`config.mk`:
```
export PLATFORM = sky130hd
export DESIGN_NAME = adder_share_arbiter
export DESIGN_NICKNAME = d
export VERILOG_FILES = /design/src/rtl/adder_share_arbiter.sv
export SDC_FILE = /design/constraint.sdc
export NUM_CORES = 1
export LEC_CHECK = 0
export CELL_PAD_IN_SITES_DETAIL_PLACEMENT = 0
export CELL_PAD_IN_SITES_GLOBAL_PLACEMENT = 1
export CORE_ASPECT_RATIO = 2
export CORE_MARGIN = 5
export CORE_UTILIZATION = 35
export CTS_BUF_LIST = sky130_fd_sc_hd__clkbuf_2
export DETAILED_ROUTE_END_ITERATION = 16
export HOLD_SLACK_MARGIN = 0.1
export PLACE_DENSITY_LB_ADDON = 0.1
export REMOVE_ABC_BUFFERS = 1
export SLEW_MARGIN = 20
export SYNTH_ARGS = -nofsm -noshare
export SYNTH_HDL_FRONTEND = slang
export SYNTH_SLANG_ARGS = --single-unit
```
`constraint.sdc`:
```
create_clock -name clk -period 24.7 [get_ports clk]
set_input_delay 6.175 -clock clk [delete_from_list [all_inputs] [get_ports clk]]
set_output_delay 6.175 -clock clk [all_outputs]
set_load 0.005 [all_outputs]
```
`src/rtl/adder_share_arbiter.sv`:
```
// rtl/adder_share_arbiter.sv - shares one 32-bit carry-skip adder among NREQ requesters (ADDARB_ROUND_ROBIN_EN selects round-robin)

module carry_skip_adder_32bit (
    input  logic [31:0] a,
    input  logic [31:0] b,
    input  logic        cin,
    output logic [31:0] sum,
    output logic        cout
);
    // Eight 4-bit ripple blocks; a block whose bits all propagate passes its carry-in straight through
    always_comb begin
        logic c;
        logic bc;
        logic p;
        logic all_p;
        sum   = '0;
        c     = cin;
        for (int blk = 0; blk < 8; blk++) begin
            bc    = c;
            all_p = 1'b1;
            for (int i = 0; i < 4; i++) begin
                p                = a[blk*4+i] ^ b[blk*4+i];
                sum[blk*4+i]     = p ^ bc;
                bc               = (a[blk*4+i] & b[blk*4+i]) | (p & bc);
                all_p            = all_p & p;
            end
            c = all_p ? c : bc;
        end
        cout = c;
    end
endmodule

module adder_share_arbiter #(
    parameter int NREQ = 4
) (
    input  logic                       clk,
    input  logic                       rst_n,
    input  logic [NREQ-1:0]            req_valid,
    output logic [NREQ-1:0]            req_ready,
    input  logic [NREQ*32-1:0]         req_a,
    input  logic [NREQ*32-1:0]         req_b,
    input  logic [NREQ-1:0]            req_cin,
    output logic                       rsp_valid,
    input  logic                       rsp_ready,
    output logic [$clog2(NREQ)-1:0]    rsp_id,
    output logic [31:0]                rsp_sum,
    output logic                       rsp_cout,
    output logic                       busy
);
    localparam int IDW = $clog2(NREQ);

    typedef enum logic [1:0] {
        S_IDLE = 2'd0,
        S_CALC = 2'd1,
        S_RESP = 2'd2
    } state_t;

    state_t         state_q, state_d;
    logic [31:0]    a_q, a_d;
    logic [31:0]    b_q, b_d;
    logic           cin_q, cin_d;
    logic [IDW-1:0] id_q, id_d;
    logic [31:0]    rsp_sum_q, rsp_sum_d;
    logic           rsp_cout_q, rsp_cout_d;
    logic [IDW-1:0] rsp_id_q, rsp_id_d;
    logic           grant_valid;
    logic [IDW-1:0] grant_idx;
    logic [31:0]    add_sum;
    logic           add_cout;
`ifdef ADDARB_ROUND_ROBIN_EN
    logic [IDW-1:0] ptr_q, ptr_d;
`endif

    carry_skip_adder_32bit u_adder (
        .a    (a_q),
        .b    (b_q),
        .cin  (cin_q),
        .sum  (add_sum),
        .cout (add_cout)
    );

    // Pick the requester to serve next from the current valid vector
    always_comb begin
        int idx;
        grant_valid = 1'b0;
        grant_idx   = '0;
        idx         = 0;
`ifdef ADDARB_ROUND_ROBIN_EN
        for (int k = 0; k < NREQ; k++) begin
            idx = (int'(ptr_q) + k) % NREQ;
            if (!grant_valid && req_valid[idx]) begin
                grant_valid = 1'b1;
                grant_idx   = IDW'(idx);
            end
        end
`else
        for (int k = NREQ - 1; k >= 0; k--) begin
            if (req_valid[k]) begin
                grant_valid = 1'b1;
                grant_idx   = IDW'(k);
            end
        end
`endif
    end

    // Accept strobe only in IDLE and never while reset is held
    always_comb begin
        req_ready = '0;
        if (rst_n && (state_q == S_IDLE) && grant_valid) begin
            req_ready[grant_idx] = 1'b1;
        end
    end

    // Next-state, operand capture and result capture
    always_comb begin
        state_d    = state_q;
        a_d        = a_q;
        b_d        = b_q;
        cin_d      = cin_q;
        id_d       = id_q;
        rsp_sum_d  = rsp_sum_q;
        rsp_cout_d = rsp_cout_q;
        rsp_id_d   = rsp_id_q;
`ifdef ADDARB_ROUND_ROBIN_EN
        ptr_d      = ptr_q;
`endif
        case (state_q)
            S_IDLE: begin
                if (grant_valid) begin
                    a_d     = req_a[{grant_idx, 5'd0} +: 32];
                    b_d     = req_b[{grant_idx, 5'd0} +: 32];
                    cin_d   = req_cin[grant_idx];
                    id_d    = grant_idx;
                    state_d = S_CALC;
`ifdef ADDARB_ROUND_ROBIN_EN
                    ptr_d   = (grant_idx == IDW'(NREQ - 1)) ? '0 : grant_idx + 1'b1;
`endif
                end
            end
            S_CALC: begin
                rsp_sum_d  = add_sum;
                rsp_cout_d = add_cout;
                rsp_id_d   = id_q;
                state_d    = S_RESP;
            end
            S_RESP: begin
                if (rsp_ready) begin
                    state_d = S_IDLE;
                end
            end
            default: state_d = S_IDLE;
        endcase
    end

    // State, operand and response registers
    always_ff @(posedge clk or negedge rst_n) begin
        if (!rst_n) begin
            state_q    <= S_IDLE;
            a_q        <= '0;
            b_q        <= '0;
            cin_q      <= 1'b0;
            id_q       <= '0;
            rsp_sum_q  <= '0;
            rsp_cout_q <= 1'b0;
            rsp_id_q   <= '0;
`ifdef ADDARB_ROUND_ROBIN_EN
            ptr_q      <= '0;
`endif
        end else begin
            state_q    <= state_d;
            a_q        <= a_d;
            b_q        <= b_d;
            cin_q      <= cin_d;
            id_q       <= id_d;
            rsp_sum_q  <= rsp_sum_d;
            rsp_cout_q <= rsp_cout_d;
            rsp_id_q   <= rsp_id_d;
`ifdef ADDARB_ROUND_ROBIN_EN
            ptr_q      <= ptr_d;
`endif
        end
    end

    assign rsp_valid = (state_q == S_RESP);
    assign busy      = (state_q != S_IDLE);
    assign rsp_sum   = rsp_sum_q;
    assign rsp_cout  = rsp_cout_q;
    assign rsp_id    = rsp_id_q;

endmodule

```
* After elaboration in Yosys (flattened, before gate mapping) *
Cells that the tools add are included.

storage, ports and cells
  register bits = 104
  latch bits = 0
  bits in writable memories = 0
  bits in read-only memories = 0
  input bits = 267
  output and inout port bits = 41
  logic and storage cells = 231
  memories kept = 0

operators by class
  $add $sub $neg = 0
  multipliers = 0
  div/mod/pow operators = 0
  magnitude comparators = 2
  equal/unequal tests = 4
  shift operators = 2
  muxes and demuxes = 24
  bitwise gates (word level) = 184
  reductions and logical operators = 7

operators with widths
  cell                number
  $shiftx 128x8->32   2
  $and 1x1->1         88
  $xor 1x1->1         64
  $or 1x1->1          32
  $mux 1              14
  $mux 2              6
  $pmux 2 s3          1
  $mux 4              1
  $reduce_and 2->1    2
  $logic_and 1x1->1   3
  $lt 2x3->1 const B  1
  $bmux 1 s2          1
  $demux 1 s2         1
  $eq 2x1->1 const B  1
  $eq 2x2->1 const B  1
  $ge 2x1->1 const B  1
  $logic_not 2->1     1
  $ne 2x1->1 const B  1
  $ne 2x2->1 const B  1
  $reduce_bool 2->1   1

* Longest topological paths before layout *
Gate-level depths: netlist of the first run.

  word-level depth = 73
  gate-level depth with buffers = 51
  depth with buffers taken out = 51

* By module *
A second synthesis of the first run with hierarchy kept.

second synthesis, totals
  cells, all modules = 941
  area, all modules = 8450.6 sq um

modules (own cells, without submodules)
  module                  instances  cells an instance  area each (sq um)  seq. area each (sq um)
  adder_share_arbiter     1          838                7189.4             2602.5
  carry_skip_adder_32bit  1          103                1261.2             0.0

* Worst setup path after synthesis of the first run *
Ideal clock, no wire load.

  kind = register -> register
  start point = register a_q[0]
  end point = register rsp_sum_q[31] (netlist: rsp_sum[31])
  arrival = 13.938 ns
  data required time = 24.617 ns
  setup slack = 10.679 ns
  stages on the path, launching flop included = 50
  cells stage by stage = dfrtp_1 > inv_1 > fa_1 > inv_1 > fa_1 > fa_1 > fa_1 > mux2_4 > fa_1 > fa_1 > fa_1 > fa_1 > a41oi_1 > nor2_1 > fa_1 > fa_1 > fa_1 > fa_1 > [14 not listed] > fa_1 > fa_1 > fa_1 > fa_1 > nor2_1 > a21oi_1 > fa_1 > fa_1 > fa_1 > fa_1 > a21oi_1 > nor2_1 > fa_1 > fa_1 > fa_1 > inv_1 > fa_1 > o21ai_0

between the ends
  cells in the longest elaborated chain, start to end = 71

ends and longest elaborated chain
  what                    RTL line  source
  start, declared         59        logic [31:0] a_q, a_d;
  start signal, assigned  159       a_q <= '0;
  start signal, assigned  171       a_q <= a_d;
  $xor 1x1->1             22        p = a[blk*4+i] ^ b[blk*4+i];
  $and 1x1->1             24        bc = (a[blk*4+i] & b[blk*4+i]) | (p & bc);
  $or 1x1->1              24
  $and 1x1->1             24
  $or 1x1->1              24
  $and 1x1->1             24
  $or 1x1->1              24
  $and 1x1->1             24
  [55 not listed]         n/a
  $mux 1 *                27        c = all_p ? c : bc;
  $and 1x1->1 *           24
  $or 1x1->1 *            24
  $and 1x1->1 *           24
  $or 1x1->1 *            24
  $and 1x1->1 *           24
  $or 1x1->1 *            24
  $xor 1x1->1 *           23        sum[blk*4+i] = p ^ bc;
  end signal, assigned    175       rsp_sum_q <= rsp_sum_d;
  end, declared           63        logic [31:0] rsp_sum_q, rsp_sum_d;

Mark *: on every way between the ends. The rest lies on a longest branch, timed or not.
A chain may end at the register's enable or synchronous reset.

* Final worst setup path of the first run *
Same ends and word-level chain as after synthesis.

==> flow_metrics.env, run 1 <==
export IMPL_status="completed"
export IMPL_drc=0
export IMPL_worstMarginPinSlew_ns=1.11
export IMPL_clock_sinks=104
export IMPL_intPower_uw=545
export IMPL_synth_top_area_share_pct=39.3
export IMPL_via_per_inst=5.22
export IMPL_p_per_area_nw_per_um2=94.6
export IMPL_gp_congestion=0.838
export IMPL_p_leak_uw=0.00403
export IMPL_yosysUniqueCellTypes=36
export IMPL_fin_setup_tns_ns=0
export IMPL_setup_ws_ns=9.64
export IMPL_cts_made_buffers=9
export IMPL_drive_gt1_share_pct=7.33
export IMPL_syn_to_final_growth_pct=49.6
export IMPL_crit_required_ns=25.19
export IMPL_grt_pass1_wl_um=34400
export IMPL_coreArea_um2=18700
export IMPL_critPathKind="register to register"
export IMPL_power_frac_clock_pct=7.7
export IMPL_cts_setup_buffers=0
export IMPL_maxSlewHeadroom_pct=26.1
export IMPL_yosys_top_cells_count="104 x dfrtp_1, 70 x nand2_1, 65 x a22oi_1, 65 x mux2i_1, 64 x o221ai_1"
export IMPL_avgSynthCellArea_um2=11.4
export IMPL_hp_start="rsp_sum[0]"
export IMPL_post_cts_resized=0
export IMPL_rsz0062_at_grt="false"
export IMPL_drtIter0Drc=157
export IMPL_crit_path_end_kind="register"
export IMPL_setup_violations=0
export IMPL_cts_root_buf="clkbuf_2"
export IMPL_synth_edf_count=0
export IMPL_path_clk_slew_ns=0.30
export IMPL_synth_top_area_cell="dfrtp_1"
export IMPL_p_sw_uw=393
export IMPL_ys_flop_type="dfrtp_1"
export IMPL_worstSetupStartpoint="a_q[0]"
export IMPL_grt_max_degree=77
export IMPL_ctsHoldBuffers=0
export IMPL_pin_count=308
export IMPL_synth_area_top_cells="dfrtp_1 39%, mux2i_1 9.8%, fa_1 9.7%, o221ai_1 8.5%, a22oi_1 7.4%"
export IMPL_syn_area_um2=6630
export IMPL_fin_crit_ns=15.06
export IMPL_slowest_stage="dfrtp_1"
export IMPL_fin_skew_ns=0.0395
export IMPL_rr_startpoint="a_q[0]"
export IMPL_hold_class="register to register"
export IMPL_sequentialPowerShare_pct=36.5
export IMPL_yosys_cell_count_top_type="dfrtp_1"
export IMPL_holdPathStages=2
export IMPL_die_y_um=205
export IMPL_initial_core_util_pct=35.4
export IMPL_path_common_cell="fa_1"
export IMPL_synthCells=579
export IMPL_routed_wl_um=22200
export IMPL_maxCapViolCount=0
export IMPL_ys_seq_elements=104
export IMPL_hold_viol=0
export IMPL_dr_total_vias=5827
export IMPL_ant_nets=0
export IMPL_antenna_found_initial=1
export IMPL_num_rows=71
export IMPL_cts_buffer_depth=2
export IMPL_grt_pass1_vias=6667
export IMPL_synthArstFlopShare_pct=100
export IMPL_place_ws_ns=9.63
export IMPL_ff2ff_path_depth=49
export IMPL_pwr_share_comb_pct=55.8
export IMPL_fill_cells=1765
export IMPL_die_area_um2=22000
export IMPL_critPathMaxFanout=3
export IMPL_startpoint_type="register"
export IMPL_die_w_um=107
export IMPL_fmax_ghz=0.0664
export IMPL_switching_share_pct=41.9
export IMPL_synth_seq_area_share_pct=39.3
export IMPL_tritoncts="yes"
export IMPL_wire_per_inst_um=19.9
export IMPL_ir_drop_uv=43.8
export IMPL_critPathMaxStageDelay_ns=0.47
export IMPL_nNetsFinal=1186
export IMPL_power_uw=938
export IMPL_ys_warn_count=0
export IMPL_slew_violations=0
export IMPL_drt_first_pass_iters=4
export IMPL_grt_ovfl_total=0
export IMPL_worstPathArrival_ns=15.56
export IMPL_io_buffers=307
export IMPL_grtUsageTotal_pct=20.1
export IMPL_timing_final_crit_share_pct=61.0
export IMPL_clock_latency_ns=0.59
export IMPL_hpwlAfterDp_um=17600
export IMPL_htree_levels=3
-- cell families (layout without fill, tap and decap cells) --
group | Yosys count | in the layout | share of synthesized area (%)
DFF | 104 | 104 | 39.3
adders and majority gates | 64 | 64 | 15.7
other | 0 | 1 | 0
muxes | 99 | 99 | 15.7
buffers and inverters | 60 | 341 | 4.83
and+or+nand+nor | 103 | 103 | 6.87
AOI/OAI and AO/OA | 149 | 149 | 17.7
-- through the flow --
step                cells  utilization (%)  hold slack (ns)  area (um^2)
floorplan             531                -            0.460         6350
global placement     1099             52.4            0.466         9820
detailed placement   1099             52.4            0.472         9820
CTS                  1115             52.9            0.528         9910
global route         1116             52.9            0.564         9910
finish               1116             52.9            0.523         9910
-- final timing paths --
path / endpoint / slack [ns]
setup / recovery: rsp_sum[31] / 9.64
hold / removal: rsp_sum[0] / 0.52
setup reg to reg: rsp_sum[31] / 9.64
hold reg to reg: rsp_sum[0] / 0.52
max in group asynchronous: rsp_sum[21] / 17.90
min in group asynchronous: state_q[1] / 5.49
-- critical path, delay by kind of cell (launching register included) --
kind	cells	cell delay, ns
fa+ha+maj	32	12.21
compound gates	6	0.97
simple gates	6	0.67
flops	1	0.47
buf+inv	4	0.31
mux	1	0.30
-- routing by layer --
layer | vias to the layer above | track usage, % | wire length [um]
li1 | 2724 | - | -
met2 | 206 | 41.1 | 13400
met5 | - | 0 | 0
met4 | 0 | 6.31 | 551
met1 | 2867 | 18.9 | 7010
met3 | 30 | 4.57 | 1290
-- sequential cells by signal, summed over array words and instances (netlist names) --
| signal | count |
|---|---|
| a_q | 32 |
| b_q | 32 |
| rsp_sum | 32 |
| id_q | 2 |
| rsp_id | 2 |
| state_q | 2 |
| cin_q | 1 |
| rsp_cout | 1 |
-- cell type report --
| type | instances | area (um^2) | share of cell area (%) |
|---|---|---|---|
| diodes | 1 | 2.50 | 0.0252 |
| clock buffers | 9 | 45.0 | 0.454 |
| clock inverters | 7 | 47.5 | 0.480 |
| inverters | 12 | 45.0 | 0.454 |
| multi-input cells | 415 | 3740 | 37.7 |
| flip-flops and latches | 104 | 2600 | 26.2 |
| well taps | 255 | 319 | 3.22 |
| repair buffers | 313 | 3120 | 31.4 |
-- power groups by stage --
stage / Clock (uW) / Combinational, uW / Sequential, uW
2_1_floorplan: 0 / 303 / 326
3_3_place_gp: 0 / 512 / 346
3_5_place_dp: 0 / 535 / 351
4_1_cts: 75.3 / 540 / 346
5_1_grt: 81.1 / 596 / 358
6_report: 72.2 / 523 / 342
-- cells in the final DEF, fill, tap and decap left out, types with 11 or more instances in the layout --
cell type and instances:
ha_1 32, o221ai_1 64, nand2_1 70, inv_1 11
a22oi_1 65, mux2i_1 65, mux2_2 33, dfrtp_1 104
fa_1 32, clkdlybuf4s50_1 306, nor2_1 12
Note: power is estimated with default switching activity, not from simulation.
==> inputs of run 2 (changes only) <==
--- a/config.mk
+++ b/config.mk
@@ -9,7 +9,7 @@
 export CELL_PAD_IN_SITES_GLOBAL_PLACEMENT = 1
 export CORE_ASPECT_RATIO = 2
 export CORE_MARGIN = 5
-export CORE_UTILIZATION = 35
+export CORE_UTILIZATION = 29
 export CTS_BUF_LIST = sky130_fd_sc_hd__clkbuf_2
 export DETAILED_ROUTE_END_ITERATION = 16
 export HOLD_SLACK_MARGIN = 0.1
==> constraint.sdc (replaced) <==
create_clock -name clk -period 13.65 [get_ports clk]
set_input_delay 3.4125 -clock clk [delete_from_list [all_inputs] [get_ports clk]]
set_output_delay 3.4125 -clock clk [all_outputs]
set_load 0.005 [all_outputs]
==> flow_metrics.env, run 2 (same netlist as run 1, synthesis figures left out) <==
export IMPL_grt_max_degree=81
export IMPL_path_clk_slew_ns=0.29
export IMPL_slowest_stage="dfrtp_1"
export IMPL_met3_usage_pct=2.87
export IMPL_hold_viol=0
export IMPL_ir_drop_uv=194
export IMPL_worstPathArrival_ns=14.03
export IMPL_p_leak_uw=0.00412
export IMPL_via_per_inst=5.00
export IMPL_status="completed"
export IMPL_crit_required_ns=14.14
export IMPL_critPathMaxStageDelay_ns=0.45
export IMPL_fin_skew_ns=0.0273
export IMPL_syn_to_final_growth_pct=55.1
export IMPL_fin_crit_ns=13.54
export IMPL_die_w_um=117
export IMPL_grt_ovfl_total=0
export IMPL_maxCapViolCount=0
export IMPL_pin_count=308
export IMPL_hold_class="register to register"
export IMPL_setup_ws_ns=0.107
export IMPL_slew_violations=0
export IMPL_ant_nets=0
export IMPL_gp_congestion=0.740
export IMPL_tritoncts="yes"
export IMPL_grt_pass1_wl_um=35600
export IMPL_power_uw=1850
export IMPL_clock_sinks=104
export IMPL_dr_total_vias=5825
export IMPL_final_area_um2=10300
export IMPL_busiest_layer="met2"
export IMPL_routed_wl_um=23500
export IMPL_grt_util_met2_pct=36.3
export IMPL_htree_levels=3
export IMPL_final_cell_mix="306 x clkdlybuf4s50_1, 104 x dfrtp_1, 70 x nand2_1, 65 x a22oi_1, 65 x mux2i_1"
export IMPL_initial_core_util_pct=29.3
export IMPL_die_y_um=224
export IMPL_cts_made_buffers=9
export IMPL_layout_commonest_cell="clkdlybuf4s50_1"
export IMPL_fmax_ghz=0.0738
export IMPL_r2r_slack_ns=0.11
export IMPL_final_cells=1164
export IMPL_p_per_area_nw_per_um2=180
export IMPL_ctsHoldBuffers=0
export IMPL_die_area_um2=26200
export IMPL_grtUsageTotal_pct=17.7
export IMPL_path_common_cell="fa_2"
export IMPL_drt_first_pass_iters=4
export IMPL_io_buffers=307
export IMPL_dp_cells=1138
export IMPL_antenna_found_initial=1
export IMPL_grt_met1_usage_pct=17.5
export IMPL_cts_buffer_depth=2
export IMPL_setup_violations=0
export IMPL_wire_per_inst_um=20.2
export IMPL_maxSlewHeadroom_pct=30.0
export IMPL_crit_path_end_kind="register"
export IMPL_clock_latency_ns=0.56
export IMPL_drive_gt1_share_pct=15.3
export IMPL_nNetsFinal=1209
export IMPL_rsz0062_at_grt="true"
export IMPL_dpl_cell_area_um2=9960
export IMPL_timing_final_crit_share_pct=99.2
export IMPL_place_ws_ns=-1.33
export IMPL_critPathKind="register to register"
export IMPL_worstMarginPinSlew_ns=1.05
export IMPL_critPathMaxFanout=2
export IMPL_coreArea_um2=22600
export IMPL_startpoint_type="register"
export IMPL_num_rows=78
export IMPL_drtIter0Drc=183
export IMPL_drc=0
export IMPL_cts_root_buf="clkbuf_2"
export IMPL_hpwlAfterDp_um=18400
export IMPL_grt_pass1_vias=6646
run 2: cell count changes in the layout (fill, tap and decap cells not counted), moves of 2 or more:
cell | previous run | this run
clkbuf_2 | 9 | 11
inv_1 | 11 | 6
fa_2 | 0 | 32
a21oi_2 | 0 | 4
nor2_4 | 1 | 3
fa_1 | 32 | 0
clkinvlp_4 | 0 | 2
inv_2 | 1 | 6
buf_4 | 7 | 29
clkinv_4 | 3 | 1
a21oi_1 | 8 | 4
nor2_2 | 0 | 2
nor2_1 | 12 | 8
run 2: routing by layer:
layer	vias to the layer above	routed length [um]
met2	162	14300
met5	-	0
met4	0	358
li1	2774	-
met1	2875	7660
met3	14	1140
run 2: final cells by class:
| type | count | area [um^2] |
|---|---|---|
| sequential | 104 | 2600 |
| clock inverter | 5 | 57.6 |
| fill | 2163 | 12400 |
| tap | 280 | 350 |
| inverter | 12 | 45.0 |
| timing repair buffer | 336 | 3290 |
| clock buffer | 11 | 55.1 |
| multi-input combinational | 415 | 3870 |
| antenna | 1 | 2.50 |
run 2: repair_timing:
item                                    4_1_cts  5_1_grt
gates resized for setup                      41       12
setup buffers                                 6        3
pin swaps                                     9        5
endpoints found under the hold margin         0        0
endpoints found under the setup margin        5        3
run 2: critical path: cells and delay by family (launching register included):
family	cells	cell delay, ns
DFF	1	0.45
AOI/OAI and AO/OA	6	0.72
and+or+nand+nor	6	0.48
buffers and inverters	5	0.36
muxes	1	0.28
adders and majority gates	32	11.16
run 2: path summary, 6_finish.rpt:
| path | from | endpoint | depth (start not counted) |
|---|---|---|---|
| setup reg to reg | a_q[0] | rsp_sum[31] | 50 |
| hold / removal | rsp_sum[0] | rsp_sum[0] | 2 |
| setup / recovery | a_q[0] | rsp_sum[31] | 50 |
| min in group asynchronous | rst_n | state_q[1] | 1 |
| max in group asynchronous | rst_n | rsp_sum[8] | 2 |
| hold reg to reg | rsp_sum[0] | rsp_sum[0] | 2 |
run 2: report_power, final:
group	internal (uW)	leakage, uW	switching, uW
registers	466	0.00127	154
logic	592	0.00279	490
clock network	43.4	0.0000658	107
total	1100	0.00412	751
run 2: stage by stage:
step                      hold slack (ns)  setup TNS [ns]  utilization (%)
final                               0.530               0             45.4
after global placement              0.465           -3.32             44.0
after global routing                0.563          -0.555             45.4
after CTS                           0.537               0             45.1
after detailed placement            0.481           -4.53             44.0
after floorplan                     0.460          -0.870                -
